==> config.mk <==
export PLATFORM = sky130hd
export DESIGN_NAME = seq_ring_fsm_flat
export DESIGN_NICKNAME = d
export VERILOG_FILES = /design/src/rtl/seq_ring_fsm_if.sv /design/src/rtl/seq_ring_fsm.sv /design/src/flat_wrapper.sv
export SDC_FILE = /design/constraint.sdc
export NUM_CORES = 1
export LEC_CHECK = 0
export CAP_MARGIN = 25
export CORE_AREA = 2 2 39 41
export CTS_BUF_LIST = sky130_fd_sc_hd__clkbuf_8
export DETAILED_ROUTE_END_ITERATION = 6
export DIE_AREA = 0 0 41 43
export PLACE_DENSITY = 0.46
export SLEW_MARGIN = 20
export SYNTH_ARGS = -nofsm -noshare
export SYNTH_HDL_FRONTEND = slang
export SYNTH_SLANG_ARGS = --single-unit
==> constraint.sdc <==
create_clock -name clock -period 2.2 [get_ports clock]
set_clock_uncertainty 0.1 [all_clocks]
set_input_delay 0.44 -clock clock [delete_from_list [all_inputs] [get_ports clock]]
set_output_delay 0.44 -clock clock [all_outputs]
set_load 0.02 [all_outputs]
==> src/rtl/seq_ring_fsm_if.sv <==
// Control/status bundle between a sequencer client and seq_ring_fsm.
// No storage: pure wiring, zero latency.
// No backpressure: enable acts as the only advance qualifier.
interface seq_ring_fsm_if #(
    parameter int ST_W = 2,
    parameter int Y_W  = 3
);
    logic            enable;
    logic            sync_clr;
    logic            control;
    logic [Y_W-1:0]  y;
    logic [ST_W-1:0] state;
    logic            wrap;

    // Client side: drives the qualifiers, observes the sequencer outputs.
    modport master (
        output enable, sync_clr, control,
        input  y, state, wrap
    );

    // Sequencer side.
    modport slave (
        input  enable, sync_clr, control,
        output y, state, wrap
    );
endinterface

==> src/rtl/seq_ring_fsm.sv <==
// Ring sequencer stepping through NUM_ST states with one programmable branch
// state (skip on control=0); optional per-state dwell via SEQ_RING_DWELL_EN.
// Latency: one cycle, all outputs registered; enable=0 holds all state.
module seq_ring_fsm #(
    parameter int NUM_ST    = 4,
    parameter int ST_W      = 2,
    parameter int Y_W       = 3,
    parameter int BRANCH_ST = 1,
    parameter int DWELL     = 1
) (
    input logic           clock,
    input logic           reset,
    seq_ring_fsm_if.slave bus
);

    if (NUM_ST < 2 || NUM_ST > 16 || NUM_ST > (2 ** ST_W) ||
        BRANCH_ST < 0 || BRANCH_ST >= NUM_ST || DWELL < 1 || DWELL > 255) begin : g_bad_param
        $error("seq_ring_fsm: parameter out of range");
    end

    localparam logic [ST_W-1:0] ST_IDLE = '0;
    localparam logic [Y_W-1:0]  Y_IDLE  = Y_W'(1);

    logic [ST_W-1:0] st_q;
    logic [ST_W-1:0] st_d;
    logic [Y_W-1:0]  y_q;
    logic [Y_W-1:0]  y_d;
    logic            wrap_q;
    logic            wrap_d;
    logic            illegal;
    logic            adv;
    int              cand;
    int              nxt;

    // Next-state candidate: +1 normally, +2 from the branch state when control is low.
    always_comb begin
        illegal = (int'(st_q) >= NUM_ST);
        cand    = int'(st_q) + (((int'(st_q) == BRANCH_ST) && !bus.control) ? 2 : 1);
        wrap_d  = (cand >= NUM_ST);
        nxt     = wrap_d ? (cand - NUM_ST) : cand;
        st_d    = ST_W'(nxt);
        y_d     = Y_W'(nxt + 1);
    end

`ifdef SEQ_RING_DWELL_EN
    localparam int CNT_W = $clog2(DWELL + 1);

    logic [CNT_W-1:0] cnt_q;

    // Advance only on the last enabled cycle of the dwell window.
    always_comb begin
        adv = bus.enable && (int'(cnt_q) == DWELL - 1);
    end

    // Dwell counter: counts enabled cycles in the current state, clears on advance.
    always_ff @(posedge clock or negedge reset) begin
        if (!reset) begin
            cnt_q <= '0;
        end else if (bus.sync_clr || illegal) begin
            cnt_q <= '0;
        end else if (bus.enable) begin
            cnt_q <= adv ? '0 : cnt_q + CNT_W'(1);
        end
    end
`else
    // Without dwell every enabled cycle is an advance step.
    always_comb begin
        adv = bus.enable;
    end
`endif

    // State/output registers: reset > sync_clr > illegal recovery > advance.
    always_ff @(posedge clock or negedge reset) begin
        if (!reset) begin
            st_q   <= ST_IDLE;
            y_q    <= Y_IDLE;
            wrap_q <= 1'b0;
        end else if (bus.sync_clr || illegal) begin
            st_q   <= ST_IDLE;
            y_q    <= Y_IDLE;
            wrap_q <= 1'b0;
        end else if (adv) begin
            st_q   <= st_d;
            y_q    <= y_d;
            wrap_q <= wrap_d;
        end else begin
            wrap_q <= 1'b0;
        end
    end

    assign bus.state = st_q;
    assign bus.y     = y_q;
    assign bus.wrap  = wrap_q;

endmodule

==> src/flat_wrapper.sv <==
// flat-port wrapper written by rule: the top's interface ports become plain ports
module seq_ring_fsm_flat 
#(
    parameter int NUM_ST    = 4,
    parameter int ST_W      = 2,
    parameter int Y_W       = 3,
    parameter int BRANCH_ST = 1,
    parameter int DWELL     = 1
)
  (clock, reset, bus_enable, bus_sync_clr, bus_control, bus_y, bus_state, bus_wrap);
  seq_ring_fsm_if #(.ST_W(ST_W), .Y_W(Y_W)) bus_i ();
  input logic clock;
  input logic reset;
  input wire logic [$bits(bus_i.enable)-1:0] bus_enable;
  input wire logic [$bits(bus_i.sync_clr)-1:0] bus_sync_clr;
  input wire logic [$bits(bus_i.control)-1:0] bus_control;
  output wire logic [$bits(bus_i.y)-1:0] bus_y;
  output wire logic [$bits(bus_i.state)-1:0] bus_state;
  output wire logic [$bits(bus_i.wrap)-1:0] bus_wrap;
  assign bus_i.enable = bus_enable;
  assign bus_i.sync_clr = bus_sync_clr;
  assign bus_i.control = bus_control;
  assign bus_y = bus_i.y;
  assign bus_state = bus_i.state;
  assign bus_wrap = bus_i.wrap;
  seq_ring_fsm #(.NUM_ST(NUM_ST), .ST_W(ST_W), .Y_W(Y_W), .BRANCH_ST(BRANCH_ST), .DWELL(DWELL)) u_core (.clock(clock), .reset(reset), .bus(bus_i));
endmodule
# Yosys cells after proc, flatten, opt, wreduce, memory -nomap -nowiden
# Index checks and enable logic that the tools add are counted.
[totals]
register_bits = 6
inputBits = 5
[classes]
n_mux = 8
reduce_logical = 3
addsub = 3
order_cmp = 1
eq_ne = 1
[op_table]
columns = ["op", "n"]
rows = [
  ["$ge 32x4->1 const B", 1],
  ["$mux 3", 3],
  ["$mux 2", 3],
  ["$add 2x2->3", 1],
  ["$add 3x2->3 const B", 1],
  ["$sub 3x3->3 const B", 1],
  ["$eq 2x2->1 const B", 1],
  ["$mux 1", 2],
  ["$reduce_bool 2->1", 1],
  ["$logic_and 1x1->1", 1],
  ["$logic_not 1->1", 1],
]

# Depth between registers and ports, before layout
[depth]
ltp_word = 9
depth_mapped = 7

# Least setup slack after synthesis
# No wires, ideal clock.
[synth_path]
path_type = "register to register"
start = "reg u_core.st_q[0], in the netlist u_core.bus.state[0]"
end = "reg u_core.y_q[1], in the netlist u_core.bus.y[1]"
setup_time_ns = 0.118
path_buffers = 0
t_arrival_ns = 1.455
path_slack_ns = 0.527
stages_incl_launch_ff = 7
t_required_ns = 1.982
cell_sequence = "dfrtp_1 > ha_1 > nor2b_1 > xnor2_1 > ha_1 > mux2i_1 > nor2_1"
[synth_between]
elab_chain_cells = 9
word_cells_on_any_way = 10
classes_between = "3 x add/sub; 1 x order compare; 1 x eq/ne; 4 x mux; 1 x reduce/logical"
[synth_lines]
columns = ["element", "line", "rtl"]
rows = [
  ["start, declared", "seq_ring_fsm.sv:24", "logic [ST_W-1:0] st_q;"],
  ["start signal, assigned", "seq_ring_fsm.sv:83", "st_q <= st_d;"],
  ["$eq 2x2->1", "seq_ring_fsm.sv:38", "cand = int'(st_q) + (((int'(st_q) == BRANCH_ST) && !bus.control) ? 2 : 1);"],
  ["$logic_and 1x1->1", "seq_ring_fsm.sv:38", ""],
  ["$mux 2", "seq_ring_fsm.sv:38", ""],
  ["$add 2x2->3 (*)", "seq_ring_fsm.sv:38", ""],
  ["$ge 32x4->1 / $sub 3x3->3 (equally long branches)", "seq_ring_fsm.sv:39, seq_ring_fsm.sv:40", ""],
  ["$mux 3 (*)", "seq_ring_fsm.sv:40", "nxt = wrap_d ? (cand - NUM_ST) : cand;"],
  ["$add 3x2->3 (*)", "seq_ring_fsm.sv:42", "y_d = Y_W'(nxt + 1);"],
  ["$mux 3 (*)", "seq_ring_fsm.sv:82", "end else if (adv) begin"],
  ["$mux 3 (*)", "seq_ring_fsm.sv:78", "end else if (bus.sync_clr || illegal) begin"],
  ["end signal, assigned", "seq_ring_fsm.sv:84", "y_q <= y_d;"],
  ["end, declared", "seq_ring_fsm.sv:26", "logic [Y_W-1:0] y_q;"],
]
# Mark *: on every way between the ends. The rest lies on a longest branch, timed or not. The select of a mux whose other input is x is not followed.
# A chain may end at the register's enable or synchronous reset.

# Worst setup path in the final report
[layout_path]
start = "reg u_core.y_q[0], in the netlist u_core.bus.y[0]"
end = "out bus_y[0]"
[layout_rtl]
columns = ["element", "line", "rtl"]
rows = [
  ["end, declared", "flat_wrapper.sv:17", "output wire logic [$bits(bus_i.y)-1:0] bus_y;"],
]
# No word-level cell between the ends.

==> impl_metrics.toml <==
[outcome]
status = "finished, final reports clean"

[floorplan]
initial_core_util_pct = 22.2
ios = 11
die_w_um = 41
die_h_um = 43
core-area_sq_mm = 0.00138
die_area_sq_mm = 0.00176
rows = 14

[logic_synthesis]
synth-compound-area-share_pct = 5.28
synth.area.mux_share_pct = 9.76
yosysTopAreaCell = "dfrtp_1"
synth_most_common_cell = "dfrtp_1"
synth_top_family_by_area = "adder cells"
synth_common_cells = "5 x dfrtp_1, 3 x ha_1, 3 x inv_1, 3 x mux2i_1, 3 x nor2_1"
synth_ff_type = "dfrtp_1"
mappedNetlistNets = 36
async_reset_ff_share_pct = 100
syn_avg_cell_area_sq_um = 11.0
synth_top_area_share_pct = 40.7
yosys.area_share.adder_pct = 12.2
synth_edf_count = 0
synth_seq_cells = 6
yosysUniqueCellTypes = 16
yosys_warnings = 0
synthSimpleGateAreaFrac_pct = 11.4
synth_xor_area_share_pct = 2.85
yosys-top-cells-area = "dfrtp_1 41%, ha_1 12%, mux2i_1 9.8%"
syn_area_sq_um = 308
synth_cells = 28
ys_seq_area_share_pct = 49.2

[placed_design]
place_hpwl_um = 490
numPlacedInstances = 53
place_congestion = 0.715
dpl_worst_slack_ns = 0.239
io_buffers = 10

[pwr]
leakagePower_nw = 0.224
ir_drop_mv = 0.442
total_power_mw = 0.368
power-per-cell-area_mw_per_mm2 = 797

[global_routing]
grt_usage_pct = 9.89
grt_overflow_total = 0
antenna_found_initial = 0
grt_pass1_vias = 254
grt_pass1_wl_um = 1190
grt_max_degree = 7

[sta]
rsz0062_at_grt = "no"
finalMaxSlewViolations = 0
setup-violations-final = 0
relSlewSlack_pct = 78.9
worstMarginPinSlew_ns = 0.315
fin_crit_ns = 1.87
fin_crit_sh_pct = 84.9
max_freq_mhz = 535
hold_viol = 0
fin_setup_tns_ns = 0
layout_setup_ws_ns = 0.332

[clocking]
cts.repair.resized = 0
clockBufferDepth = 2
clk_pin_slew_ns = 0.04
clk_latency_ns = 0.22
cts_buffers = 3
htree_num_levels = 1
cts.sinks = 6
cts_hold_buf = 0
cts_setup_buffers = 0
cts_tree = "built"
clock-root-buffer = "clkbuf_8"

[detailed_routing]
first_pass_iters = 1
top_layer = "met3"
viasPerCell = 4.11
wl_met1_um = 297
via_count = 234
wl_met3_um = 44
ant_nets = 0
routed_wirelength_um = 646
wl_per_cell_um = 11.3
drtIter0Drc = 0
wl_met2_um = 305
drc_errors = 0

[critical_path]
critical_path.top_delay_family = "buffers and inverters"
critPathRequiredTime_ns = 1.66
crit_type = "flip-flop to primary output"
critPathLaunchType = "flip-flop"
slowest_stage = "clkdlybuf4s50_1"
cp.arrival_ns = 1.33
reg2reg_slack_ns = 0.48
crit_path_cell_trace = "clkdlybuf4s50_1"
critPathMaxFanout = 2
max_stage_delay_ns = 0.59
endpoint_kind = "primary output"
cp_num_buf_inv = 1

[run]
drv_cap = 0

[finish]
layout-drive-gt1-share_pct = 12.2
nets = 50
num_antenna_cells = 0
synthToLayoutAreaGrowth_pct = 50.0
finalNonFillerCells = 57

[hold_path]
hp-class = "input pin to async pin"
state kept, by name, indices dropped and copies added, names as in the netlist:
register	cells
u_core.bus.state	2
u_core.bus.y	3
u_core.bus.wrap	1
per-layer routing:
metal	GRT usage [%]	vias up
met5	0	-
met4	2.00	0
met3	3.66	0
met2	14.4	8
met1	13.7	107
li1	-	119
placed cells by master, fill, tap and decap left out:
cell and count:
clkdlybuf4s50_1 10, dfrtp_1 5, inv_1 4, mux2i_1 3
nor2_1 3, ha_1 3, clkbuf_8 3, nor2b_1 1
xnor2_1 1, and3_1 1, nor3_1 1, a31oi_1 1
inv_4 1, o21ai_1 1, or3_1 1, a21oi_1 1
dfstp_2 1
power by group:
group          internal (mW)  switching (mW)
Clock                  0.120          0.0491
Combinational         0.0352          0.0357
Sequential             0.121         0.00720
through the flow:
| step | area, sq um | hold WS [ns] | util [%] |
|---|---|---|---|
| final | 462 | 0.375 | 33.4 |
| after detailed placement | 417 | 0.419 | 30.1 |
| after floorplan | 308 | 0.0444 | - |
| after global placement | 417 | 0.402 | 30.1 |
| after global routing | 462 | 0.398 | 33.4 |
| after CTS | 462 | 0.374 | 33.4 |
cell type report:
class | instances | area (sq um)
Fill cell | 148 | 922
Sequential cell | 6 | 151
Multi-Input combinational cell | 17 | 128
Timing Repair Buffer | 10 | 100
Clock buffer | 3 | 41.3
Tap cell | 16 | 20.0
Inverter | 4 | 17.5
Clock inverter | 1 | 3.75
path summary, 6_finish.rpt:
check | from | endpoint | cells after the start
setup / recovery | u_core.bus.y[0] | bus_y[0] | 1
hold / removal | reset | u_core.bus.y[1] | 1
setup reg to reg | u_core.bus.state[0] | u_core.bus.y[1] | 6
hold reg to reg | u_core.bus.y[2] | u_core.bus.y[2] | 2
max in group asynchronous | reset | u_core.bus.y[0] | 1
min in group clock | u_core.bus.y[2] | u_core.bus.y[2] | 2
cell families after synthesis:
kind of cell    Yosys count
compound gates            3
flops                     6
mux                       3
fa+ha+maj                 3
simple gates              7
buf+inv                   5
xor+xnor                  1
No activity file was read; power rests on OpenSTA's default activity.
